File: config.mk
export PLATFORM = sky130hd
export DESIGN_NAME = uart_tx_scheduler
export DESIGN_NICKNAME = d
export VERILOG_FILES = /design/src/rtl/uart_tx_scheduler.sv
export SDC_FILE = /design/constraint.sdc
export NUM_CORES = 1
export LEC_CHECK = 0
export ABC_CLOCK_PERIOD_IN_PS = 1930
export BUFFER_PORTS_ARGS = -buffer_cell sky130_fd_sc_hd__buf_4
export CORE_ASPECT_RATIO = 0.7
export CORE_MARGIN = 1
export CORE_UTILIZATION = 30
export CTS_CLUSTER_SIZE = 12
export DETAILED_ROUTE_END_ITERATION = 12
export PLACE_DENSITY = 0.58
export SYNTH_ARGS = -nofsm -noshare
export SYNTH_HDL_FRONTEND = slang
export SYNTH_SLANG_ARGS = --single-unit
export TNS_END_PERCENT = 50
File: constraint.sdc
create_clock -name baud_clk -period 1.93 [get_ports baud_clk]
set_input_delay 0.193 -clock baud_clk [delete_from_list [all_inputs] [get_ports baud_clk]]
set_output_delay 0.193 -clock baud_clk [all_outputs]
set_load 0.03 [all_outputs]
File: src/rtl/uart_tx_scheduler.sv
// Round-robin scheduler that shares one UART transmitter among NUM_REQ byte producers.
// It grants one byte per frame and holds tx_data_o until the transmitter drops tx_busy_i.
module uart_tx_scheduler #(
  parameter  int NUM_REQ      = 4,
  parameter  int BUSY_TIMEOUT = 4,
  localparam int ID_W         = $clog2(NUM_REQ),
  localparam int CNT_W        = $clog2(BUSY_TIMEOUT + 1)
) (
  input  logic                   baud_clk,
  input  logic                   reset,
  input  logic [NUM_REQ-1:0]     req_valid_i,
  input  logic [8*NUM_REQ-1:0]   req_data_i,
  output logic [NUM_REQ-1:0]     req_ready_o,
  output logic [7:0]             tx_data_o,
  output logic                   tx_start_o,
  input  logic                   tx_busy_i,
  output logic [ID_W-1:0]        grant_id_o,
  output logic                   grant_valid_o,
  output logic                   timeout_err_o,
  input  logic                   err_clear_i
);

  typedef enum logic [1:0] {
    IDLE,
    WAIT_RISE,
    WAIT_FALL
  } state_e;

  state_e             state_q, state_d;
  logic [ID_W-1:0]    rr_q, rr_d;
  logic [CNT_W-1:0]   cnt_q, cnt_d;
  logic [7:0]         tx_data_q, tx_data_d;
  logic [NUM_REQ-1:0] req_ready_q, req_ready_d;
  logic               tx_start_q, tx_start_d;
  logic [ID_W-1:0]    grant_id_q, grant_id_d;
  logic               grant_valid_q, grant_valid_d;
  logic               timeout_err_q, timeout_err_d;

  logic               pick_found;
  logic [ID_W-1:0]    pick_idx;

  // Requester index base+k, wrapping NUM_REQ-1 -> 0 (NUM_REQ need not be a power of two).
  function automatic logic [ID_W-1:0] wrap_add(input logic [ID_W-1:0] base, input int k);
    int sum;
    sum = int'(base) + k;
    if (sum >= NUM_REQ) sum -= NUM_REQ;
    return ID_W'(sum);
  endfunction

  always_comb begin
    pick_found = 1'b0;
    pick_idx   = '0;
    for (int k = 0; k < NUM_REQ; k++) begin
      if (!pick_found && req_valid_i[wrap_add(rr_q, k)]) begin
        pick_found = 1'b1;
        pick_idx   = wrap_add(rr_q, k);
      end
    end
  end

  always_comb begin
    // NOTE: every variable gets a default first so no path through the case leaves
    // one unassigned; an unassigned path would infer a latch.
    state_d       = state_q;
    rr_d          = rr_q;
    cnt_d         = cnt_q;
    tx_data_d     = tx_data_q;
    req_ready_d   = '0;
    tx_start_d    = 1'b0;
    grant_id_d    = grant_id_q;
    grant_valid_d = grant_valid_q;
    timeout_err_d = timeout_err_q & ~err_clear_i;

    unique case (state_q)
      IDLE: begin
        if (!tx_busy_i && pick_found) begin
          tx_data_d             = req_data_i[8*int'(pick_idx) +: 8];
          req_ready_d[pick_idx] = 1'b1;
          tx_start_d            = 1'b1;
          grant_id_d            = pick_idx;
          grant_valid_d         = 1'b1;
          rr_d                  = wrap_add(pick_idx, 1);
          cnt_d                 = '0;
          state_d               = WAIT_RISE;
        end
      end
      WAIT_RISE: begin
        if (tx_busy_i) begin
          state_d = WAIT_FALL;
        end else if (cnt_q == CNT_W'(BUSY_TIMEOUT - 1)) begin
          // The byte is dropped; the error flag is set last so it beats err_clear_i.
          timeout_err_d = 1'b1;
          grant_valid_d = 1'b0;
          state_d       = IDLE;
        end else begin
          cnt_d = cnt_q + CNT_W'(1);
        end
      end
      WAIT_FALL: begin
        if (!tx_busy_i) begin
          grant_valid_d = 1'b0;
          state_d       = IDLE;
        end
      end
      default: state_d = IDLE;
    endcase
  end

  // NOTE: sequential state uses non-blocking assignments so every register samples
  // the pre-edge values regardless of statement order.
  always_ff @(posedge baud_clk or posedge reset) begin
    if (reset) begin
      state_q       <= IDLE;
      rr_q          <= '0;
      cnt_q         <= '0;
      tx_data_q     <= 8'h00;
      req_ready_q   <= '0;
      tx_start_q    <= 1'b0;
      grant_id_q    <= '0;
      grant_valid_q <= 1'b0;
      timeout_err_q <= 1'b0;
    end else begin
      state_q       <= state_d;
      rr_q          <= rr_d;
      cnt_q         <= cnt_d;
      tx_data_q     <= tx_data_d;
      req_ready_q   <= req_ready_d;
      tx_start_q    <= tx_start_d;
      grant_id_q    <= grant_id_d;
      grant_valid_q <= grant_valid_d;
      timeout_err_q <= timeout_err_d;
    end
  end

  assign req_ready_o   = req_ready_q;
  assign tx_data_o     = tx_data_q;
  assign tx_start_o    = tx_start_q;
  assign grant_id_o    = grant_id_q;
  assign grant_valid_o = grant_valid_q;
  assign timeout_err_o = timeout_err_q;

endmodule

==> impl_metrics.env <==
export IMPL_dieHeight_um=60.6
export IMPL_dp_slack_ps=90.7
export IMPL_global_route_overflow_total=0
export IMPL_detailedRoute_firstPassIterationCount=4
export IMPL_detail_route_iter0_violations=33
export IMPL_post_synth_inst_count=144
export IMPL_synth_cell_type_count=33
export IMPL_cts_htree_levels=1
export IMPL_slew_headroom_pct=71.4
export IMPL_largest_net_degree_at_the_start_of_global_routing=32
export IMPL_synth_area_per_cell_um2=10.2
export IMPL_core_rowCount=20
export IMPL_report_final_setup_viol=0
export IMPL_finalClockSkew_ps=5.98
export IMPL_post_route_worst_setup_slack_ps=102
export IMPL_min_period_over_period_pct=94.7
export IMPL_synthTopCellsByArea="dfrtp_1, mux2i_1, ha_1"
export IMPL_clock_insertion_delay_worst_skew_ps=270
export IMPL_fp_dieArea_mm2=0.00520
export IMPL_ir_worst_vdd_mv=0.466
export IMPL_cap_violations=0
export IMPL_period_needed_ps=1830
export IMPL_cts_root_buf="clkbuf_8"
export IMPL_worst_setup_path_end_kind="register"
export IMPL_grt_first_pass_wirelength_mm=5.40
export IMPL_pwr_density_cell_mw_per_mm2=1280
export IMPL_final_nets=254
export IMPL_mappedNetlistNets=193
export IMPL_via_count=1207
export IMPL_yosys_warnings=0
export IMPL_synthDominantCellAreaShare_pct=40.7
export IMPL_leakage_nw=1.05
export IMPL_area_growth_syn_to_layout_pct=39.0
export IMPL_synthDominantAreaCellType="dfrtp_1"
export IMPL_run_status="finished, final reports clean"
export IMPL_vias_cell=4.47
export IMPL_cts_sinks=24
export IMPL_wirelength_mm=3.21
export IMPL_synthesis_area_mm2=0.00147
export IMPL_ant_nets=0
export IMPL_start_util_pct=32.5
export IMPL_antenna_found_initial=0
export IMPL_layout_common_cells="buf_4, dfrtp_1, nor3_1, mux2i_1"
export IMPL_portBuffers=56
export IMPL_worst_pin_slew_ps=426
export IMPL_max_clock_freq_ghz=0.547
export IMPL_dieWidth_um=85.8
export IMPL_cts_inserted_buffers=3
export IMPL_post_dp_hpwl_mm=2.53
export IMPL_timing_critical_path_fanout_max=8
export IMPL_grt_setup_unrepaired="false"
export IMPL_layout_drive_gt1_share_pct=36.8
export IMPL_drt_wirelength_per_cell_um=11.9
export IMPL_finalMaxSlewViolations=0
export IMPL_worstPathArrival_ps=1980
export IMPL_worst_setup_path_start_kind="register"
export IMPL_crit_type="register to register"
export IMPL_grt_pass1_vias=1148
export IMPL_finalWeightedCongestion=0.824
export IMPL_crit_required_ps=2080
export IMPL_hold_path_class="primary input to register"
export IMPL_core_region_area_mm2=0.00453
export IMPL_synth_seq_area_share_pct=40.7
export IMPL_clockBufferDepth=2
export IMPL_p_total_mw=2.63
export IMPL_drt_drc_violations_left=0
export IMPL_layout_cells_most_common="buf_4"
export IMPL_tns_ps=0
export IMPL_gr_usage_all_layers_pct=13.4
export IMPL_final_hold_viol_count=0
export IMPL_tritoncts="built"
export IMPL_antennaDiodeCount=0
export IMPL_yosys_reg_bits=24
export IMPL_cts_reportedPaths_clkPinSlew_ps=90
export IMPL_design_portCount=57
[worst paths after layout]
kind	to	cells past startpoint	slack, ps	startpoint
setup reg to reg	tx_data_o[6]	6	100	rr_q[1]
hold reg to reg	tx_data_o[4]	1	500	tx_data_o[4]
min in group asynchronous	cnt_q[0]	4	520	reset
max in group asynchronous	rr_q[1]	4	1140	reset
hold / removal	timeout_err_o	2	100	err_clear_i
setup / recovery	tx_data_o[6]	6	100	rr_q[1]
[area by class of cell]
class                   count  area (um^2)
multi-input cells         101          747
flip-flops and latches     24          602
well taps                  66         82.6
fillers                   445         2480
repair buffers             64          520
clock buffers               4         55.1
inverters                  11         42.5
[cell families (layout without fill, tap and decap cells)]
group / Yosys count / after routing / share of synthesized area, %
simple gates: 41 / 41 / 15.0
compound gates: 33 / 33 / 15.5
flops: 24 / 24 / 40.7
buf+inv: 19 / 79 / 8.91
mux: 18 / 18 / 12.2
fa+ha+maj: 9 / 9 / 7.64
[critical path, cell delays in order, from the launching register on]
cell      delay [ps]
dfrtp_2          450
or3b_1           400
o221ai_2         140
buf_12           180
mux2i_2          210
nor3_1            60
a211o_1          270
[flip-flops by register name (all words and copies together), names as in the netlist]
name and count:
tx_data_o 8, rr_q 2, timeout_err_o 1, cnt_q 3
grant_id_o 2, grant_valid_o 1, tx_start_o 1, state_q 2
req_ready_o 4
[synthesized netlist by cell type]
master     count
dfrtp_1       24
nor3_1        19
mux2i_1       18
ha_1           9
o21ai_0        9
a211o_1        8
inv_1          8
nand2_1        8
a21oi_1        7
and2_1         4
buf_6          3
buf_12         2
clkbuf_1       2
inv_2          2
nand2b_1       2
nor2_1         2
a2111oi_0      1
a211oi_1       1
a21boi_1       1
a21o_1         1
a22o_1         1
buf_4          1
clkinv_2       1
nand3_1        1
nand3b_1       1
nand3b_2       1
nor2b_1        1
nor4_2         1
o21a_1         1
o221ai_2       1
o22a_1         1
o22ai_1        1
or3b_1         1
[stage by stage]
stage                     instances  cell area (um^2)  hold slack [ps]  utilization, %
final                           270              2050             97.3            45.2
after global routing            270              2050             97.6            45.2
after CTS                       270              2040             94.7            45.1
after detailed placement        265              1980              271            43.7
after global placement          265              1980              277            43.7
after floorplan                 144              1470              208               -
[layer usage]
layer	GRT usage, %	vias up	wire length (um)
met5	0	-	0
met3	4.76	2	227
met4	0.952	0	6
met2	20.1	42	1280
met1	19.5	528	1690
li1	-	635	-
[report_power, final]
group / switching, mW / internal (mW)
clock network: 0.161 / 0.182
registers: 0.122 / 0.691
logic: 0.814 / 0.664
[what timing repair did]
action,4_1_cts,5_1_grt
gates resized for setup,0,3
endpoints found under the setup margin,0,6
buffers inserted,0,0
endpoints found under the hold margin,24,0
hold buffers,1,0
Power figures use the tool's default switching activity.
